[config.mk]
export PLATFORM = sky130hd
export DESIGN_NAME = io_bus_arbiter
export DESIGN_NICKNAME = d
export VERILOG_FILES = /design/src/rtl/io_bus_arbiter_pkg.sv /design/src/rtl/io_bus_arbiter_rr_pick.sv /design/src/rtl/io_bus_arbiter.sv
export SDC_FILE = /design/constraint.sdc
export NUM_CORES = 1
export LEC_CHECK = 0
export CAP_MARGIN = 10
export CORE_MARGIN = 5
export CORE_UTILIZATION = 36
export DETAILED_ROUTE_END_ITERATION = 12
export PLACE_DENSITY_LB_ADDON = 0.3
export SLEW_MARGIN = 20
export SYNTH_ARGS = -nofsm -noshare
export SYNTH_HDL_FRONTEND = slang
export SYNTH_SLANG_ARGS = --single-unit
[constraint.sdc]
create_clock -name clk -period 3.1 [get_ports clk]
set_input_delay 0.62 -clock clk [delete_from_list [all_inputs] [get_ports clk]]
set_output_delay 0.62 -clock clk [all_outputs]
set_load 0.02 [all_outputs]
[src/rtl/io_bus_arbiter_pkg.sv]
// Shared encodings and the access legality rule for the IO-window bus arbiter.
// Latency: n/a (types and a pure function).
// Backpressure: n/a.
package io_bus_arbiter_pkg;

    typedef enum logic [1:0] {
        IOARB_IDLE   = 2'd0,
        IOARB_ACCESS = 2'd1,
        IOARB_DONE   = 2'd2
    } ioarb_state_t;

    localparam logic IOARB_M0 = 1'b0;
    localparam logic IOARB_M1 = 1'b1;

    localparam int unsigned IOMEM_SIZE   = 64;
    localparam int unsigned IOMEMRO_SIZE = 16;

    // Last touched byte is formed in 33 bits so addresses near 2^32 cannot wrap into range.
    function automatic logic ioarb_illegal(input logic [31:0] addr, input logic [3:0] wen,
                                           input int unsigned mem_size, input int unsigned memro_size);
        logic [32:0] last_byte;
        last_byte = {1'b0, addr} + 33'd3;
        return (last_byte >= {1'b0, mem_size}) || ((wen != 4'd0) && (addr < memro_size));
    endfunction

endpackage

[src/rtl/io_bus_arbiter_rr_pick.sv]
// Two-way round-robin picker: the master that did not own the bus last wins a tie.
// Latency: combinational.
// Backpressure: masked requesters are simply not eligible.
module io_arb_rr_pick (
    input  logic [1:0] req,
    input  logic [1:0] mask,
    input  logic       last_owner,
    output logic       valid,
    output logic       winner
);
    logic [1:0] elig;

    assign elig   = req & ~mask;
    assign valid  = |elig;
    assign winner = (elig == 2'b11) ? !last_owner : elig[1];
endmodule

[src/rtl/io_bus_arbiter.sv]
// Round-robin arbiter sharing the IO slave between two masters; IOARB_LOCK_EN adds bus locking.
// Latency: request sampled at E, slave access in E+1, ack in E+2 (errors ack in E+1).
// Backpressure: masters hold req until ack; the acked owner is masked during its ack cycle.
module io_bus_arbiter
    import io_bus_arbiter_pkg::*;
#(
    parameter int unsigned MEMRO_SIZE = IOMEMRO_SIZE,
    parameter int unsigned MEM_SIZE   = IOMEM_SIZE
) (
    input  logic        clk,
    input  logic        rst,
    input  logic        m0_req,
    input  logic [31:0] m0_addr,
    input  logic [3:0]  m0_wen,
    input  logic [31:0] m0_wdata,
    input  logic        m0_lock,
    input  logic        m1_req,
    input  logic [31:0] m1_addr,
    input  logic [3:0]  m1_wen,
    input  logic [31:0] m1_wdata,
    input  logic        m1_lock,
    output logic        m0_ack,
    output logic        m0_err,
    output logic        m1_ack,
    output logic        m1_err,
    output logic [31:0] m_rdata,
    output logic [31:0] out_addr,
    output logic [3:0]  out_wen,
    output logic [31:0] out_wdata,
    input  logic [31:0] in_rdata
);
    ioarb_state_t state;
    logic         last_owner;
    logic [1:0]   req;
    logic [1:0]   lock_in;
    logic [1:0]   mask;
    logic         pick_vld;
    logic         pick_win;
    logic [31:0]  sel_addr;
    logic [31:0]  sel_wdata;
    logic [3:0]   sel_wen;
    logic         sel_err;

    assign req     = {m1_req, m0_req};
    assign lock_in = {m1_lock, m0_lock};

`ifdef IOARB_LOCK_EN
    logic locked;
`else
    logic unused_lock;
    assign unused_lock = ^lock_in;
`endif

    // last_owner doubles as the owner of the transaction in flight.
    always_comb begin
        mask = 2'b00;
        if (state == IOARB_DONE)
            mask[last_owner] = 1'b1;
`ifdef IOARB_LOCK_EN
        if (locked && lock_in[last_owner])
            mask[!last_owner] = 1'b1;
`endif
    end

    io_arb_rr_pick u_pick (
        .req        (req),
        .mask       (mask),
        .last_owner (last_owner),
        .valid      (pick_vld),
        .winner     (pick_win)
    );

    always_comb begin
        sel_addr  = pick_win ? m1_addr  : m0_addr;
        sel_wen   = pick_win ? m1_wen   : m0_wen;
        sel_wdata = pick_win ? m1_wdata : m0_wdata;
        sel_err   = ioarb_illegal(sel_addr, sel_wen, MEM_SIZE, MEMRO_SIZE);
    end

    // Bus outputs double as the transaction latch; they are only non-zero during ACCESS.
    always_ff @(posedge clk) begin
        if (!rst) begin
            state      <= IOARB_IDLE;
            last_owner <= IOARB_M1;
            m0_ack     <= 1'b0;
            m0_err     <= 1'b0;
            m1_ack     <= 1'b0;
            m1_err     <= 1'b0;
            m_rdata    <= 32'd0;
            out_addr   <= 32'd0;
            out_wen    <= 4'd0;
            out_wdata  <= 32'd0;
`ifdef IOARB_LOCK_EN
            locked     <= 1'b0;
`endif
        end else begin
            m0_ack    <= 1'b0;
            m0_err    <= 1'b0;
            m1_ack    <= 1'b0;
            m1_err    <= 1'b0;
            out_addr  <= 32'd0;
            out_wen   <= 4'd0;
            out_wdata <= 32'd0;
            case (state)
                IOARB_ACCESS: begin
                    m_rdata <= in_rdata;
                    if (last_owner == IOARB_M1)
                        m1_ack <= 1'b1;
                    else
                        m0_ack <= 1'b1;
`ifdef IOARB_LOCK_EN
                    locked <= lock_in[last_owner];
`endif
                    state <= IOARB_DONE;
                end
                default: begin
`ifdef IOARB_LOCK_EN
                    if (!lock_in[last_owner])
                        locked <= 1'b0;
`endif
                    if (pick_vld) begin
                        last_owner <= pick_win;
                        if (sel_err) begin
                            if (pick_win == IOARB_M0) begin
                                m0_ack <= 1'b1;
                                m0_err <= 1'b1;
                            end else begin
                                m1_ack <= 1'b1;
                                m1_err <= 1'b1;
                            end
`ifdef IOARB_LOCK_EN
                            locked <= lock_in[pick_win];
`endif
                            state <= IOARB_DONE;
                        end else begin
                            out_addr  <= sel_addr;
                            out_wen   <= sel_wen;
                            out_wdata <= sel_wdata;
                            state     <= IOARB_ACCESS;
                        end
                    end else begin
                        state <= IOARB_IDLE;
                    end
                end
            endcase
        end
    end
endmodule

==> out/metrics.yaml <==
status:
  run_status: "complete, but fails checks"
  violations: "setup timing"
pwr:
  vdd_ir_drop_max_v: 0.000270
  p_sw_mw: 0.867
  clockPowerShare_pct: 34.9
  power_density_nw_per_um2: 332
  p_leak_nw: 4.03
  intPower_mw: 2.50
  p_seq_share_pct: 41.7
  switching_share_pct: 25.7
  p_comb_share_pct: 23.4
  p_total_mw: 3.37
sta:
  timing.fmax_ghz: 0.314
  fin_ws_ns: -0.0814
  fin_tns_setup_ns: -2.31
  finClkSkew_ns: 0.0124
  period_minus_slack_ns: 3.18
  grt_setup_unrepaired: "yes"
  timing.slew.headroom_pct: 57.4
  period_share_pct: 103
  fin_hold_ws_ns: 0.463
  setup_viol: 41
  worst_slew_pin_slew_ns: 0.636
  finalHoldViolations: 0
  slew_violations: 0
finish:
  fin_area_um2: 10100
  mostFrequentLayoutCell: "clkdlybuf4s50_1"
  fill_cells: 1024
  post_layout_nonfiller_instances: 1248
  antenna_cells: 0
  post-route-util_pct: 72.7
  drive_gt1_share_pct: 28.5
  nets: 1237
  area_growth_pct: 97.9
  final_cell_mix: "clkdlybuf4s50_1, nand2_1, buf_4"
cts:
  cts.sinks: 107
  cts_buffers: 9
  htree_levels: 3
  tritoncts: "built"
  clk_latency_ns: 0.34
  cts_max_path_buffers: 2
  cts.clk_slew.worst_paths_ns: 0.07
  cts_root_buf: "clkbuf_16"
worst_setup_path:
  path_cells: "clkdlybuf4s50_1 -> and4_1 -> and3_1 -> nand3_1 -> o32ai_2 -> xnor2_1 -> or4_4 -> nor4_4 -> nand3_4 -> buf_8 -> buf_12 -> a21oi_4"
  cp_max_fo: 7
  crit_path_max_incr_delay_ns: 0.54
  cp-endpoint: "out_wdata[22]"
  crit_type: "input port to register"
  end_kind: "register"
  cp-start-kind: "input port"
  crit_slowest_cell: "clkdlybuf4s50_1"
  crit_family: "simple AND/OR/NAND/NOR gates"
  crit_start: "m1_addr[25]"
  r2r_slack_ns: 0.05
  reg2reg_to: "out_wdata[22]"
  worstRegToRegCells: 12
  path_buf_inv: 3
  required_ns: 3.37
  cp.depth: 12
  worstPathArrival_ns: 3.46
  r2r_start: "state[0]"
floorplanning:
  fp.dieW_um: 129
  coreArea_um2: 13900
  die_y_um: 129
  ios: 278
  dieArea_um2: 16700
  num_rows: 43
  initial_core_util_pct: 36.8
drt:
  drt_iter0_markers: 487
  drc: 0
  wl_um: 23100
  routed_via_density: 5.06
  vias: 6317
  wl_per_cell_um: 18.5
  dr.pass1.iters: 5
  postRouteAntennaNets: 0
global_routing:
  top_usage_layer: "met2"
  grt_max_degree: 37
  grt_use_met3_pct: 5.40
  grt_usage_pct: 26.0
  overflow: 0
  antenna_found_initial: 0
  grt_util_met1_pct: 30.2
  use_met2_pct: 45.9
  grt_pass1_vias: 6408
  grt_pass1_wl_um: 33900
placed_design:
  gp_congestion: 0.993
  port_buffers: 275
  place_area_um2: 9090
  dp_hpwl_um: 17600
  pre_cts_ws_ns: -0.831
  dp.cells: 1196
min_path:
  hp-class: "register to register"
job:
  cap_viol_max_count: 0
synth:
  synthArstFlopShare_pct: 0
  synth_top_flop_cell: "dfxtp_1"
  synth_area_leaders: "dfxtp_1, nand2_1, a21oi_2"
  synth_top_area_share_pct: 41.8
  synth.avg_cell_area_um2: 8.30
  synth_seq_cells: 107
  syn_inst: 617
  ys_types: 56
  yosys.area.top_type: "dfxtp_1"
  netlist_area_um2: 5120
  ys_seq_area_share_pct: 41.8
  ys_warn_count: 0
  synth_edf_count: 0
cells in the mapped netlist, drive strengths merged (5+ instances only):
| master | n |
|---|---|
| buf | 8 |
| o21ai | 11 |
| a21boi | 33 |
| dfxtp | 107 |
| xor2 | 12 |
| and2 | 8 |
| nand2 | 176 |
| clkbuf | 27 |
| or4 | 6 |
| nand3 | 24 |
| mux2i | 15 |
| nor4 | 20 |
| and4 | 6 |
| nor3 | 9 |
| and3 | 6 |
| nand4 | 20 |
| nor2 | 21 |
| xnor2 | 5 |
| a21oi | 49 |
worst min path at each step:
stage,startpoint,cells after the start,end
finish,m_rdata[0],2,m_rdata[0]
CTS,m_rdata[21],2,m_rdata[21]
global placement,m_rdata[4],2,m_rdata[4]
floorplan,last_owner,1,m0_ack
global route,m_rdata[7],2,m_rdata[7]
detailed placement,m_rdata[21],2,m_rdata[21]
cells by family after synthesis:
| family | count (synthesis) | synth area share, % |
|---|---|---|
| AND/OR/NAND/NOR | 309 | 28.5 |
| AO/OA/AOI/OAI | 125 | 19.3 |
| flip-flops | 107 | 41.8 |
| buffers and inverters | 39 | 3.52 |
| multiplexers | 19 | 3.81 |
| XOR/XNOR | 17 | 2.91 |
| other | 1 | 0.0732 |
final cells by class:
cell class	count	area, um2	share of cell area (%)
Clock buffer	12	256	2.53
Clock inverter	4	55.1	0.543
Inverter	4	15.0	0.148
Multi-Input combinational cell	499	3300	32.5
Sequential cell	107	2140	21.1
Tap cell	180	225	2.22
Timing Repair Buffer	442	4140	40.9
worst min-delay path: cells and delay by family (launching register included):
kind               cells  cell delay, ns
DFF                    1            0.31
AOI/OAI and AO/OA      1            0.06
and+or+nand+nor        1            0.04
power by group through the flow:
stage          sequential, mW  clock [mW]  combinational (mW)
2_1_floorplan            1.46           0               0.208
3_3_place_gp             1.44           0               0.696
3_5_place_dp             1.44           0               0.698
4_1_cts                  1.40        1.20               0.745
5_1_grt                  1.41        1.26               0.838
6_report                 1.41        1.18               0.787
state kept, by name, indices dropped and copies added (netlist names):
name	flops
m_rdata	32
m0_err	1
out_wdata	32
out_addr	32
m1_err	1
out_wen	4
state	2
m1_ack	1
last_owner	1
m0_ack	1
timing repair:
action	4_1_cts	5_1_grt
hold buffers	0	0
resized for setup	107	81
gates cloned	7	0
pin swaps	20	27
setup endpoints to repair	48	48
setup buffers	18	12
metal layers:
layer	part of all wire, %	vias to the layer above
met3	7.3	68
met2	49	325
met1	39	2873
met5	0	-
li1	-	3051
met4	4.7	0
Note: power is estimated with default switching activity, not from simulation.
==> edit (same flow settings) <==
Register the output `m1_err` once more, cleared by the reset; this adds one clock of latency there. The other outputs are not delayed to match.
--- a/src/rtl/io_bus_arbiter.sv
+++ b/src/rtl/io_bus_arbiter.sv
@@ -31,2 +31,4 @@
 );
+
+    logic m1_err_s0;
     ioarb_state_t state;
@@ -87,3 +89,3 @@
             m1_ack     <= 1'b0;
-            m1_err     <= 1'b0;
+            m1_err_s0  <= 1'b0;
             m_rdata    <= 32'd0;
@@ -99,3 +101,3 @@
             m1_ack    <= 1'b0;
-            m1_err    <= 1'b0;
+            m1_err_s0 <= 1'b0;
             out_addr  <= 32'd0;
@@ -128,3 +130,3 @@
                                 m1_ack <= 1'b1;
-                                m1_err <= 1'b1;
+                                m1_err_s0 <= 1'b1;
                             end
@@ -147,2 +149,10 @@
     end
+    always_ff @(posedge clk) begin
+        if (!rst) begin
+            m1_err <= '0;
+        end else begin
+            m1_err <= m1_err_s0;
+        end
+    end
+
 endmodule
Function: changed (Yosys sat finds a counterexample within 4 cycles, from zero or initial values and one cycle with rst low).
==> edit against the original RTL <==
Wire length up 8.1%; count of clock-buffer cells in the layout down 3; power up 0.41%; worst setup slack better by 0.092 ns; cell area up 7.1%; sequential cell count up 1; synthesized area up 8.8%; combinational power up 3.2%; core utilization down 1.4 points; cell count up 1.4%; critical endpoint is now out_wdata[17]$_SDFF_PP0_; largest cell class unchanged; largest power group unchanged; highest routed layer unchanged.
==> edit: results (changes against the original RTL) <==
hpwl dp 18.0 mm (was 17.6 mm); Seq/Total Area, Yosys 38.8% (was 41.8%); Synth cell types 59 (was 56); RePlAce Congestion 1.01 (was 0.993); final layout net count 1,247 (was 1,237); layout cells sized above 1 27.0% (was 28.5%); Tot GR Track Use 25.6% (was 26.0%); DRT Wirelength 24.9 mm (was 23.1 mm); hold slack 0.456 ns (was 0.463 ns); worst reg2reg path startpoint state[1]$_SDFF_PN0_ (was state[0]$_SDFF_PP0_); vias in the first global route 6,861 (was 6,408); Setup crit start m0_addr[13] (was m1_addr[25]); Pleak 0.00405 uW (was 0.00403 uW); Post-synth top cells nand2_1, dfxtp_1, a21boi_0, clkbuf_1 (was nand2_1, dfxtp_1, a21oi_2); Worst Path Arrival 3.33 ns (was 3.46 ns); Post-Place Setup Slack -0.899 ns (was -0.831 ns); initial DRC count 383 (was 487); flop2flop setup slack 0.20 ns (was 0.05 ns); Clock Skew 0.00635 ns (was 0.0124 ns); Crit-path slowest cell or4_4 (was clkdlybuf4s50_1); Peak supply drop 348 uV (was 270 uV); largest net degree at the start of global routing 45 (was 37); critical path's largest stage delay 0.56 ns (was 0.54 ns); CTS resizes 119 (was 107); outcome finished clean (was finished with violations); CP Max Fanout 8 (was 7)
edit: cell families (layout without fill, tap and decap cells):
logic type	count (synthesis)	in the layout	synth area share [%]
AO/OA/AOI/OAI	136	136	24.0
other	1	26	0.0673
flip-flops	108	108	38.8
multiplexers	9	9	1.62
buffers and inverters	50	455	4.22
AND/OR/NAND/NOR	322	322	27.8
XOR/XNOR	22	22	3.46
edit: final timing paths:
check                                           endpoint  cells after the start
worst min-delay path                   m1_err$_SDFF_PN0_                      1
worst max-delay path            out_wdata[17]$_SDFF_PP0_                     10
worst min register to register         m1_err$_SDFF_PN0_                      1
worst max register to register     out_wen[3]$_SDFF_PP0_                     12
edit: cell type report:
cell class | count | area [sq um]
Fill cell | 1172 | 4350
Timing Repair Buffer | 437 | 4240
Multi-Input combinational cell | 515 | 3900
Sequential cell | 108 | 2160
Tap cell | 188 | 235
Clock buffer | 9 | 225
Clock inverter | 7 | 85.1
Inverter | 2 | 7.51
edit: metal layers:
metal / vias up / wire (um) / track usage [%]
li1: 3215 / - / -
met1: 3216 / 9540 / 30.3
met4: 0 / 777 / 8.48
met5: - / 0 / 0
met3: 58 / 2220 / 9.38
met2: 313 / 12400 / 43.0
edit: per-stage QoR:
step                      instance area [sq um]  total power [uW]  std cells  util (%)  setup TNS, ns
after detailed placement                   9530              2190       1220      62.7         -34.26
after floorplan                            5710              1700        673         -              0
after global placement                     9530              2190       1220      62.7         -31.52
after global routing                      10900              3520       1266      71.4         -0.764
final                                     10900              3380       1266      71.4              0
after CTS                                 10400              3380       1257      68.7        -0.0168
edit: report_power, final:
group	switching [uW]	total, uW	internal [uW]
clock network	576	1150	575
logic	404	812	408
registers	8.66	1420	1410
